===== src/rtl/esm_buffer_scheduler_pkg.sv =====
// Shared types and helpers for the ESM instruction-buffer slot scheduler.
package esm_buffer_scheduler_pkg;

  // Flush sequencing: normal operation, wait for in-flight slots, wipe table.
  typedef enum logic [1:0] {
    ST_RUN   = 2'd0,
    ST_DRAIN = 2'd1,
    ST_CLEAR = 2'd2
  } sched_state_t;

  // True when n is a non-zero power of two (pointer wrap relies on this).
  function automatic bit is_pow2(input int unsigned n);
    return (n != 0) && ((n & (n - 1)) == 0);
  endfunction

endpackage


===== src/rtl/esm_buffer_scheduler_if.sv =====
// Handshake bundle between fetch/core (master) and the slot scheduler (slave).
interface esm_buffer_scheduler_if #(
  parameter int bs = 16
);
  localparam int IDX_W = $clog2(bs);

  // Allocation side (fetch)
  logic             in_valid;
  logic             in_ready;
  logic [IDX_W-1:0] wr_idx;
  // Issue side (core)
  logic             iss_valid;
  logic             iss_ready;
  logic [IDX_W-1:0] iss_idx;
  // Completion side (core)
  logic             retire_en;
  logic [IDX_W-1:0] retire_idx;
  logic             retire_err;
  // Flush control
  logic             flush_req;
  logic             flush_done;
  // Status
  logic [0:bs-1]    valid_entries;
  logic [IDX_W:0]   occupancy;

  modport master (
    output in_valid, iss_ready, retire_en, retire_idx, flush_req,
    input  in_ready, wr_idx, iss_valid, iss_idx, retire_err, flush_done,
           valid_entries, occupancy
  );

  modport slave (
    input  in_valid, iss_ready, retire_en, retire_idx, flush_req,
    output in_ready, wr_idx, iss_valid, iss_idx, retire_err, flush_done,
           valid_entries, occupancy
  );

endinterface


===== src/rtl/esm_buffer_scheduler_slot_table.sv =====
// Per-slot valid/issued bit arrays with set, issue-mark, clear and wipe ports.
// Also reports the popcount of valid slots and whether any slot is in flight.
module esm_slot_table #(
  parameter int bs = 16
) (
  input  logic                   clk,
  input  logic                   rst_n,
  input  logic                   i_set_en,
  input  logic [$clog2(bs)-1:0]  i_set_idx,
  input  logic                   i_iss_en,
  input  logic [$clog2(bs)-1:0]  i_iss_idx,
  input  logic                   i_clr_en,
  input  logic [$clog2(bs)-1:0]  i_clr_idx,
  input  logic                   i_clear_all,
  output logic [0:bs-1]          o_valid,
  output logic [0:bs-1]          o_issued,
  output logic [$clog2(bs):0]    o_count,
  output logic                   o_any_issued
);
  localparam int IDX_W = $clog2(bs);
  localparam int CNT_W = IDX_W + 1;

  logic [0:bs-1] r_valid;
  logic [0:bs-1] r_issued;
  logic [CNT_W-1:0] w_count;

  // Update slot bits; the three per-slot ops never legally hit the same slot.
  // NOTE: these bit arrays are tiny flops, not RAM, so they take the async
  // reset; a reset mid-operation must discard every entry immediately.
  always_ff @(posedge clk or negedge rst_n) begin
    if (!rst_n) begin
      r_valid  <= '0;
      r_issued <= '0;
    end else if (i_clear_all) begin
      r_valid  <= '0;
      r_issued <= '0;
    end else begin
      for (int i = 0; i < bs; i++) begin
        if (i_set_en && (i_set_idx == IDX_W'(i))) begin
          r_valid[i]  <= 1'b1;
          r_issued[i] <= 1'b0;
        end
        if (i_iss_en && (i_iss_idx == IDX_W'(i))) begin
          r_issued[i] <= 1'b1;
        end
        if (i_clr_en && (i_clr_idx == IDX_W'(i))) begin
          r_valid[i]  <= 1'b0;
          r_issued[i] <= 1'b0;
        end
      end
    end
  end

  // Population count of allocated slots.
  // NOTE: blocking accumulation is correct here because this is purely
  // combinational; the zero default also keeps the block latch-free.
  always_comb begin
    w_count = '0;
    for (int i = 0; i < bs; i++) begin
      w_count = w_count + CNT_W'(r_valid[i]);
    end
  end

  assign o_valid      = r_valid;
  assign o_issued     = r_issued;
  assign o_count      = w_count;
  assign o_any_issued = |r_issued;

endmodule


===== src/rtl/esm_buffer_scheduler.sv =====
// ESM instruction-buffer slot scheduler: in-order allocate and issue,
// out-of-order retire, and a drain-then-clear flush sequence.
module esm_buffer_scheduler
  import esm_buffer_scheduler_pkg::*;
#(
  parameter int Instruction_word_size = 32,
  parameter int bs                    = 16
) (
  input logic                   clk,
  input logic                   rst_n,
  esm_buffer_scheduler_if.slave bus
);
  localparam int IDX_W = $clog2(bs);

  // Pointer wrap is a plain binary rollover, so depth must be a power of two.
  if (!is_pow2(bs) || (bs < 2) || (Instruction_word_size < 1)) begin : g_bad_params
    $error("esm_buffer_scheduler: bs must be a power of two >= 2");
  end

  sched_state_t     r_state;
  logic [IDX_W-1:0] r_wr_ptr;
  logic [IDX_W-1:0] r_iss_ptr;
  logic             r_flush_done;
  logic             r_retire_err;
  logic             r_out_en;

  logic [0:bs-1]    w_valid;
  logic [0:bs-1]    w_issued;
  logic [IDX_W:0]   w_count;
  logic             w_any_issued;
  logic             w_run;
  logic             w_in_ready;
  logic             w_iss_valid;
  logic             w_alloc;
  logic             w_issue;
  logic             w_retire_ok;
  logic             w_retire_bad;
  logic             w_clear_all;

  // Handshakes are only offered in RUN, and not until the first clock after
  // reset release (r_out_en); all terms come from registered state.
  assign w_run        = r_out_en && (r_state == ST_RUN);
  assign w_in_ready   = w_run && !w_valid[r_wr_ptr];
  assign w_iss_valid  = w_run && w_valid[r_iss_ptr] && !w_issued[r_iss_ptr];
  assign w_alloc      = bus.in_valid && w_in_ready;
  assign w_issue      = w_iss_valid && bus.iss_ready;
  assign w_retire_ok  = bus.retire_en && w_valid[bus.retire_idx] && w_issued[bus.retire_idx];
  assign w_retire_bad = bus.retire_en && !w_retire_ok;
  assign w_clear_all  = (r_state == ST_CLEAR);

  esm_slot_table #(.bs(bs)) u_slot_table (
    .clk          (clk),
    .rst_n        (rst_n),
    .i_set_en     (w_alloc),
    .i_set_idx    (r_wr_ptr),
    .i_iss_en     (w_issue),
    .i_iss_idx    (r_iss_ptr),
    .i_clr_en     (w_retire_ok),
    .i_clr_idx    (bus.retire_idx),
    .i_clear_all  (w_clear_all),
    .o_valid      (w_valid),
    .o_issued     (w_issued),
    .o_count      (w_count),
    .o_any_issued (w_any_issued)
  );

  // Flush FSM, pointer advance and one-cycle pulse outputs.
  always_ff @(posedge clk or negedge rst_n) begin
    if (!rst_n) begin
      r_state      <= ST_RUN;
      r_wr_ptr     <= '0;
      r_iss_ptr    <= '0;
      r_flush_done <= 1'b0;
      r_retire_err <= 1'b0;
      r_out_en     <= 1'b0;
    end else begin
      r_out_en     <= 1'b1;
      r_flush_done <= 1'b0;
      r_retire_err <= w_retire_bad;
      case (r_state)
        ST_RUN: begin
          if (w_alloc) r_wr_ptr  <= r_wr_ptr + IDX_W'(1);
          if (w_issue) r_iss_ptr <= r_iss_ptr + IDX_W'(1);
          if (bus.flush_req) r_state <= ST_DRAIN;
        end
        ST_DRAIN: begin
          // Unissued entries are simply dropped; only in-flight ones are waited on.
          if (!w_any_issued) r_state <= ST_CLEAR;
        end
        ST_CLEAR: begin
          r_wr_ptr     <= '0;
          r_iss_ptr    <= '0;
          r_flush_done <= 1'b1;
          r_state      <= ST_RUN;
        end
        default: r_state <= ST_RUN;
      endcase
    end
  end

  assign bus.in_ready      = w_in_ready;
  assign bus.wr_idx        = r_wr_ptr;
  assign bus.iss_valid     = w_iss_valid;
  assign bus.iss_idx       = r_iss_ptr;
  assign bus.valid_entries = w_valid;
  assign bus.occupancy     = w_count;
  assign bus.flush_done    = r_flush_done;
  assign bus.retire_err    = r_retire_err;

endmodule


===== src/flat_wrapper.sv =====
// flat-port wrapper written by rule: the top's interface ports become plain ports
module esm_buffer_scheduler_flat import esm_buffer_scheduler_pkg::*;
#(
  parameter int Instruction_word_size = 32,
  parameter int bs                    = 16
)
  (clk, rst_n, bus_in_valid, bus_iss_ready, bus_retire_en, bus_retire_idx, bus_flush_req, bus_in_ready, bus_wr_idx, bus_iss_valid, bus_iss_idx, bus_retire_err, bus_flush_done, bus_valid_entries, bus_occupancy);
  esm_buffer_scheduler_if #(.bs(bs)) bus_i ();
  input logic clk;
  input logic rst_n;
  input wire logic [$bits(bus_i.in_valid)-1:0] bus_in_valid;
  input wire logic [$bits(bus_i.iss_ready)-1:0] bus_iss_ready;
  input wire logic [$bits(bus_i.retire_en)-1:0] bus_retire_en;
  input wire logic [$bits(bus_i.retire_idx)-1:0] bus_retire_idx;
  input wire logic [$bits(bus_i.flush_req)-1:0] bus_flush_req;
  output wire logic [$bits(bus_i.in_ready)-1:0] bus_in_ready;
  output wire logic [$bits(bus_i.wr_idx)-1:0] bus_wr_idx;
  output wire logic [$bits(bus_i.iss_valid)-1:0] bus_iss_valid;
  output wire logic [$bits(bus_i.iss_idx)-1:0] bus_iss_idx;
  output wire logic [$bits(bus_i.retire_err)-1:0] bus_retire_err;
  output wire logic [$bits(bus_i.flush_done)-1:0] bus_flush_done;
  output wire logic [$bits(bus_i.valid_entries)-1:0] bus_valid_entries;
  output wire logic [$bits(bus_i.occupancy)-1:0] bus_occupancy;
  assign bus_i.in_valid = bus_in_valid;
  assign bus_i.iss_ready = bus_iss_ready;
  assign bus_i.retire_en = bus_retire_en;
  assign bus_i.retire_idx = bus_retire_idx;
  assign bus_i.flush_req = bus_flush_req;
  assign bus_in_ready = bus_i.in_ready;
  assign bus_wr_idx = bus_i.wr_idx;
  assign bus_iss_valid = bus_i.iss_valid;
  assign bus_iss_idx = bus_i.iss_idx;
  assign bus_retire_err = bus_i.retire_err;
  assign bus_flush_done = bus_i.flush_done;
  assign bus_valid_entries = bus_i.valid_entries;
  assign bus_occupancy = bus_i.occupancy;
  esm_buffer_scheduler #(.Instruction_word_size(Instruction_word_size), .bs(bs)) u_core (.clk(clk), .rst_n(rst_n), .bus(bus_i));
endmodule

===== config.mk =====
export PLATFORM = sky130hd
export DESIGN_NAME = esm_buffer_scheduler_flat
export DESIGN_NICKNAME = d
export VERILOG_FILES = /design/src/rtl/esm_buffer_scheduler_pkg.sv /design/src/rtl/esm_buffer_scheduler_if.sv /design/src/rtl/esm_buffer_scheduler_slot_table.sv /design/src/rtl/esm_buffer_scheduler.sv /design/src/flat_wrapper.sv
export SDC_FILE = /design/constraint.sdc
export NUM_CORES = 1
export LEC_CHECK = 0
export CORE_MARGIN = 1.5
export CORE_UTILIZATION = 30
export DETAILED_ROUTE_END_ITERATION = 16
export HOLD_SLACK_MARGIN = 0.08
export SLEW_MARGIN = 20
export SYNTH_ARGS = -nofsm -noshare
export SYNTH_HDL_FRONTEND = slang
export SYNTH_SLANG_ARGS = --single-unit

===== constraint.sdc =====
create_clock -name clk -period 7.7 [get_ports clk]
set_clock_uncertainty 0.05 [all_clocks]
set_input_delay 1.54 -clock clk [delete_from_list [all_inputs] [get_ports clk]]
set_output_delay 1.54 -clock clk [all_outputs]
set_load 0.005 [all_outputs]

## Yosys cells after proc, flatten, opt, wreduce, memory -nomap -nowiden

Index checks and enable logic that the tools add are counted.

| word-level totals | value |
|---|---|
| register bits after elaboration | 45 |
| word-level logic and storage cells | 318 |
| input port bits | 10 |

| operators by class | value |
|---|---|
| mux-type cells | 105 |
| bitwise gates (word level) | 3 |
| equal/unequal tests | 51 |
| reductions and logical operators | 101 |
| magnitude comparators | 3 |
| $add $sub $neg | 17 |

Operator list:

| kind | number |
|---|---|
| 4-bit == test, second input constant | 24 |
| 1-bit two-way mux | 91 |
| 4-bit nonzero test | 16 |
| 1-bit logical AND | 57 |
| 5-bit by 1-bit adder with 5-bit output | 11 |
| 4-bit by 3-bit == test with 1-bit output, second input constant | 12 |
| 3-bit nonzero test | 16 |
| 16-bit two-way mux | 2 |
| 4-bit by 2-bit == test with 1-bit output, second input constant | 6 |
| 1-bit binary-select mux with 4-bit select | 5 |
| 4-bit case mux with 2 select lines | 2 |
| 16-bit OR reduction | 1 |
| 5-bit >= comparator, second input constant | 3 |
| 4-bit NOT with 5-bit output | 3 |
| 4-bit by 1-bit == test with 1-bit output, second input constant | 3 |
| 4-bit zero test | 3 |
| 4-bit by 1-bit adder with 4-bit output, second input constant | 2 |
| 4-bit two-way mux | 2 |
| 2-bit inequality test, second input constant | 4 |
| 2-bit AND reduction | 3 |
| 4-bit by 1-bit adder with 5-bit output | 1 |
| 3-bit by 1-bit adder with 4-bit output | 1 |
| 2-bit two-way mux | 2 |
| 2-bit case mux with 2 select lines | 1 |
| other kinds (7) | 9 |

## Depth between registers and ports, before layout

Gate-level depths: netlist (run 1).

| logic depth | value |
|---|---|
| depth in word-level cells | 15 |
| depth in mapped cells | 12 |
| gate-level depth less buffers | 12 |

## Hierarchy

Synthesis (run 1) repeated with hierarchy kept, for this count alone.

| second synthesis, totals | value |
|---|---|
| cells, all modules | 340 |
| area, all modules | 3,224.3 µm² |

By module, submodules not included:

| module | cells each | times used | area each (µm²) |
|---|---|---|---|
| esm_slot_table | 200 | 1 | 1,951.9 |
| esm_buffer_scheduler | 140 | 1 | 1,272.5 |

## Least setup slack after synthesis (run 1)

No wires, ideal clock.

| timing path | value |
|---|---|
| path type | flip-flop to output port |
| from | register u_core.u_slot_table.r_valid, in the netlist u_core.u_slot_table.o_valid[15] |
| to | output port bus_occupancy[4] |
| cell stages (with the launch flop) | 11 |
| buffers on the path | 0 |
| arrival time | 3.248 ns |
| required time | 6.110 ns |
| setup slack | 2.862 ns |
| cells stage by stage | dfrtp_1 -> inv_1 -> fa_1 -> fa_1 -> fa_1 -> fa_1 -> inv_1 -> ha_1 -> fa_1 -> a21oi_1 -> nor2b_1 |

| on the way | value |
|---|---|
| word-level cells in the longest chain between the ends | 1 |

RTL lines:

| element | line | source |
|---|---|---|
| start: declaration | esm_buffer_scheduler_slot_table.sv:23 | `logic [0:bs-1] r_valid;` |
| start signal: assignment | esm_buffer_scheduler_slot_table.sv:32 | `r_valid <= '0;` |
| start signal: assignment | esm_buffer_scheduler_slot_table.sv:35 | `r_valid <= '0;` |
| start signal: indexed assignment | esm_buffer_scheduler_slot_table.sv:40 | `r_valid[i] <= 1'b1;` |
| 5-bit by 1-bit adder with 5-bit output | esm_buffer_scheduler_slot_table.sv:60 | `w_count = w_count + CNT_W'(r_valid[i]);` |
| end: declaration | flat_wrapper.sv:23 | `output wire logic [$bits(bus_i.occupancy)-1:0] bus_occupancy;` |

Every way passes these cells.

## Worst setup path after layout (run 1)

Same ends and word-level chain as after synthesis.

==> impl_metrics.yaml, run 1 <==
critical_path:
  criticalPathCategory: "reg -> out"
  slowest_stage: "fa_1"
  path_cells: "inv_1, fa_1, fa_1, fa_1, fa_1, inv_1, ha_1, fa_1, a21oi_1, nor2b_1, clkdlybuf4s50_1"
  end_kind: "primary output"
  crit_path_max_incr_delay_ns: 0.57
  start_kind: "flop"
  crit_arrival_ns: 4.16
  critPathRequiredTime_ns: 6.11
  crit_top_cell: "fa_1"
  critical_path.max_fanout: 6
  reg2reg_depth: 5
power_and_ir_drop:
  internal_power_uw: 586
  comb_power_share: 0.453
  netSwitchingPower_uw: 408
  switching_share: 0.411
  leakagePower_uw: 0.00165
  p_per_area_nw_per_um2: 237
  power.share.clock: 0.210
  ir_drop_v: 0.0000836
  seqPwrFrac: 0.336
  fin_total_pwr_uw: 994
route:
  drtIter0Drc: 337
  num_vias: 3176
  wl_mm: 11.3
  viasPerCell: 5.90
  post_drt_wl_per_cell_um: 21.1
  drc: 0
  drt-pass1-iter-count: 6
  antenna_left: 0
sta:
  hold_ws_ns: 0.490
  setup_viol: 0
  slew_headroom: 0.364
  period_minus_slack_ns: 5.75
  period_share: 0.747
  max_clock_freq_ghz: 0.174
  worst_pin_slew_ns: 0.954
  rsz0062_at_grt: "no"
  final-hold-violation-count: 0
  drv_slew: 0
  finalSetupTns_ns: 0
layout:
  layout-drive-gt1-share: 0.0972
  final_area_um2: 4200
  stdcell_count: 538
  n_antenna_cell: 0
  layout.nets: 425
  areaGrowthSynthToFinish_pct: 15.0
yosys:
  yosys.area.top_type: "dfrtp_1"
  yosys_warnings: 0
  synth_enable_flop_cells: 0
  yosysMostFrequentCell: "dfrtp_1"
  syn_area_per_cell_um2: 10.0
  synth_flop_cell: "dfrtp_1"
  ys_seq_area_frac: 0.309
  synthTopCellsByArea: "dfrtp_1 (31%), fa_1 (5.5%), ha_1 (4.5%)"
  synth_seq_cells: 45
  ys_types: 70
  synthTopCellsByCount: "dfrtp_1 (45), inv_1 (27), nand2_1 (25)"
  synth_nets: 398
  synth_top_area_frac: 0.309
  async_flop_share: 1.00
  synthesis.area_um2: 3650
  syn_inst: 365
cts:
  post_cts_buffers: 0
  post_cts_resized: 0
  clock-sinks: 45
  cts_max_path_buffers: 2
  clk_pin_slew_ns: 0.07
  holdBufCountCts: 0
  cts_buffers: 5
  clk-insertion-delay-late_ns: 0.29
  cts_tree: "done"
  cts-htree-levels: 2
  cts_root_buffer: "clkbuf_16"
placed_design:
  dp_hpwl_mm: 8.44
  io_buffer_count: 42
  placed_area_um2: 4070
  dp_cells: 532
  routabilityCongestion: 0.906
die:
  ios: 43
  die_x_um: 113
  dieArea_um2: 12800
  coreArea_um2: 12000
  die_y_um: 113
  rows: 40
  start_util: 0.305
global_route:
  use_met1: 0.244
  grt_busiest_layer: "met2"
  met2_usage: 0.293
  antenna_found_initial: 0
  grt_overflow_total: 0
  grt_pass1_vias: 3210
  grt_pass1_wl_mm: 18.3
  met3_usage: 0.0423
  grt_max_degree: 46
  grt_util_all_layers: 0.184
hold_path:
  hold_path_depth: 1
  hp-class: "reg -> reg"
flow_run:
  maxCapViolations: 0
outcome:
  status: "finished clean"
==> layout by cell type, fill, tap and decap left out, types with 5 or more instances in the layout <==
cell | synthesis | routed
dfrtp_1 | 45 | 45
o21ai_0 | 21 | 21
mux4_2 | 5 | 5
mux2_2 | 9 | 9
nor2b_1 | 7 | 7
o22ai_1 | 5 | 5
a31oi_1 | 9 | 9
fa_1 | 10 | 10
a21oi_1 | 13 | 13
ha_1 | 13 | 13
mux2i_1 | 12 | 12
nor2_1 | 16 | 16
inv_1 | 27 | 27
nand2_1 | 25 | 25
nor4_1 | 5 | 5
clkdlybuf4s50_1 | 0 | 41
o21a_1 | 7 | 7
nand3_1 | 21 | 21
nand4_1 | 5 | 5
mux4_1 | 6 | 6
clkbuf_16 | 1 | 5
==> metrics by stage <==
step | util | worst slack (ns)
2_1_floorplan | - | 2.86
3_3_place_gp | 0.340 | 2.32
3_5_place_dp | 0.340 | 2.25
4_1_cts | 0.351 | 1.92
5_1_grt | 0.351 | 1.72
6_report | 0.351 | 1.95
==> kinds of logic after synthesis <==
logic type / synth area share
XOR/XNOR: 0.00480
adder cells (fa/ha/maj): 0.0994
multiplexers: 0.135
AO/OA/AOI/OAI: 0.190
AND/OR/NAND/NOR: 0.181
other: 0.00103
flip-flops: 0.309
buffers and inverters: 0.0806
==> critical path, delay by kind of cell, from the launching register on <==
kind	cells	cell delay (ns)
fa+ha+maj	6	2.60
buf+inv	3	0.59
flops	1	0.44
compound gates	1	0.16
simple gates	1	0.06
==> area by class of cell <==
cell class                 count  area (um2)
fill                        1178        7760
multi-input combinational    269        2230
sequential                    45        1130
timing repair buffer          43         423
tap                          147         184
clock buffer                   5         125
inverter                      28         105
clock inverter                 1        5.00
==> power by group through the flow <==
stage / Clock (uW) / Combinational (uW) / Sequential [uW]
final: 209 / 450 / 334
after global routing: 223 / 490 / 341
after CTS: 212 / 449 / 334
after detailed placement: 0 / 448 / 338
after global placement: 0 / 440 / 335
after floorplan: 0 / 320 / 301
==> state kept, by name (all words and copies together), names as in the netlist <==
register and flops:
u_core.u_slot_table.o_issued 16, u_core.u_slot_table.o_valid 16, u_core.bus.iss_idx 4, u_core.bus.wr_idx 4
u_core.r_state 2, u_core.bus.flush_done 1, u_core.bus.retire_err 1, u_core.r_out_en 1
==> routing by layer <==
| metal | wire [um] | vias to the layer above |
|---|---|---|
| met2 | 5180 | 161 |
| met3 | 864 | 44 |
| met5 | 0 | - |
| met1 | 4780 | 1559 |
| li1 | - | 1412 |
| met4 | 502 | 0 |
==> path summary, 6_finish.rpt <==
kind | startpoint | to | slack (ns)
min in group asynchronous | rst_n | u_core.bus.wr_idx[2]$_DFFE_PN0P_ | 1.30
max reg2reg | u_core.bus.iss_idx[1]$_DFFE_PN0P_ | u_core.u_slot_table.o_issued[3]$_DFFE_PN0P_ | 4.80
max | u_core.u_slot_table.o_valid[15]$_DFFE_PN0P_ | bus_occupancy[4] | 1.95
min reg2reg | u_core.r_state[1]$_DFFE_PN0P_ | u_core.r_state[0]$_DFFE_PN0P_ | 0.49
min | u_core.r_state[1]$_DFFE_PN0P_ | u_core.r_state[0]$_DFFE_PN0P_ | 0.49
max in group asynchronous | rst_n | u_core.u_slot_table.o_valid[8]$_DFFE_PN0P_ | 5.89
No activity file was read; power rests on OpenSTA's default activity.
==> run 2, diff against run 1 <==
==> constraint.sdc (replaced) <==
create_clock -name clk -period 4.7 [get_ports clk]
set_clock_uncertainty 0.05 [all_clocks]
set_input_delay 0.94 -clock clk [delete_from_list [all_inputs] [get_ports clk]]
set_output_delay 0.94 -clock clk [all_outputs]
set_load 0.005 [all_outputs]
==> run 2 against run 1 <==
Compared with the run above: worst setup slack got worse by 1.9 ns; via count increased by 1.4%; critical path depth is the same; sequential power rose by 58%; clock-buffer cell count did not move; clock power rose by 71%; largest power group unchanged.
==> impl_metrics.yaml, run 2 (synthesized netlist as in run 1, its figures left out) <==
outcome:
  status: "finished clean"
cts:
  clock-sinks: 45
  clk_pin_slew_ns: 0.07
  cts_buffers: 5
  cts_root_buffer: "clkbuf_16"
  cts-htree-levels: 2
  clk-insertion-delay-late_ns: 0.29
  cts_tree: "done"
  cts_max_path_buffers: 2
global_route:
  grt_pass1_vias: 3188
  grt_overflow_total: 0
  grt_util_all_layers: 0.188
  grt_max_degree: 46
  antenna_found_initial: 0
  grt_pass1_wl_mm: 18.3
sta:
  max_clock_freq_ghz: 0.213
  hold_ws_ns: 0.481
  final-hold-violation-count: 0
  slew_headroom: 0.412
  drv_slew: 0
  setup_viol: 0
  rsz0062_at_grt: "yes"
  period_minus_slack_ns: 4.69
  period_share: 0.998
  worst_pin_slew_ns: 0.882
die:
  die_x_um: 113
  dieArea_um2: 12800
  ios: 43
  die_y_um: 113
  rows: 40
  start_util: 0.305
  coreArea_um2: 12000
critical_path:
  crit_path_max_incr_delay_ns: 0.56
  crit_top_cell: "fa_1"
  end_kind: "primary output"
  criticalPathCategory: "reg -> out"
  critical_path.max_fanout: 2
  start_kind: "flop"
  slowest_stage: "fa_1"
  path_cells: "fa_1, inv_2, fa_1, fa_2, fa_1, inv_2, ha_4, fa_2, buf_6, xor2_1, buf_2"
  crit_arrival_ns: 3.70
  critPathRequiredTime_ns: 3.71
layout:
  final_common_cell: "dfrtp_1"
  final_cell_mix: "dfrtp_1 (45), clkdlybuf4s50_1 (37), nand2_1 (25)"
  layout.nets: 436
  seq_area_um2: 1130
  layout-drive-gt1-share: 0.156
  areaGrowthSynthToFinish_pct: 18.0
  n_antenna_cell: 0
  multi_input_comb_area_um2: 2250
  num-fill-cells: 1190
route:
  drc: 0
  wl_mm: 11.6
  drtIter0Drc: 294
  viasPerCell: 5.85
  num_vias: 3221
  drt-pass1-iter-count: 5
  post_drt_wl_per_cell_um: 21.1
  antenna_left: 0
power_and_ir_drop:
  leakagePower_uw: 0.00172
  fin_total_pwr_uw: 1680
  ir_drop_v: 0.000196
  p_per_area_nw_per_um2: 390
placed_design:
  dp_hpwl_mm: 8.46
  routabilityCongestion: 0.897
  io_buffer_count: 42
hold_path:
  hp-class: "reg -> reg"
flow_run:
  maxCapViolations: 0
-- run 2: per-stage QoR --
step | cells | util | setup slack (ns) | instance area (um2) | TNS (ns)
after floorplan | 365 | - | 0.462 | 3650 | 0
after global placement | 541 | 0.346 | 0.0351 | 4140 | 0
after detailed placement | 541 | 0.346 | -0.0283 | 4140 | -0.0406
after CTS | 550 | 0.359 | -0.109 | 4300 | -0.129
after global routing | 551 | 0.360 | -0.115 | 4310 | -0.200
final | 551 | 0.360 | 0.00786 | 4310 | 0
-- run 2: layout make-up --
class	instances	area share
multi-input combinational	269	0.523
sequential	45	0.261
timing repair buffer	54	0.114
tap	147	0.0427
clock buffer	5	0.0290
inverter	28	0.0244
clock inverter	3	0.00494
-- run 2: final timing paths --
check                                                            from                                            to  slack [ns]  cells after the start
hold reg to reg                         u_core.r_state[1]$_DFFE_PN0P_                 u_core.r_state[0]$_DFFE_PN0P_        0.48                      1
max in group asynchronous                                       rst_n  u_core.u_slot_table.o_issued[12]$_DFFE_PN0P_        3.57                      1
setup / recovery           u_core.u_slot_table.o_valid[4]$_DFFE_PN0P_                              bus_occupancy[2]       0.008                     11
setup reg to reg                        u_core.r_state[0]$_DFFE_PN0P_   u_core.u_slot_table.o_issued[4]$_DFFE_PN0P_        1.82                      5
hold / removal                          u_core.r_state[1]$_DFFE_PN0P_                 u_core.r_state[0]$_DFFE_PN0P_        0.48                      1
min in group asynchronous                                       rst_n              u_core.bus.wr_idx[2]$_DFFE_PN0P_        0.60                      1
-- run 2: power by group --
part,switching [uW],internal (uW)
combinational,436,359
sequential,94.3,433
clock,159,198
-- run 2: timing repair --
| item | CTS | global route |
|---|---|---|
| setup buffers | 1 | 1 |
| hold buffers | 0 | 0 |
| pin swaps | 6 | 6 |
| gates resized for setup | 24 | 2 |
| endpoints found under the setup margin | 4 | 5 |
-- run 2: layer usage --
metal | wire (um) | vias up | GRT usage
met2 | 5450 | 138 | 0.306
met3 | 716 | 23 | 0.0268
met1 | 5240 | 1622 | 0.261
li1 | - | 1438 | -
met4 | 231 | 0 | 0.0508
met5 | 0 | - | 0
-- run 2: worst max-delay path: cells and delay by family (launching register included) --
| family | cells | cell delay, ns |
|---|---|---|
| adders and majority gates | 6 | 2.53 |
| DFF | 1 | 0.40 |
| buffers and inverters | 4 | 0.35 |
| xor gates and xnor gates | 1 | 0.13 |
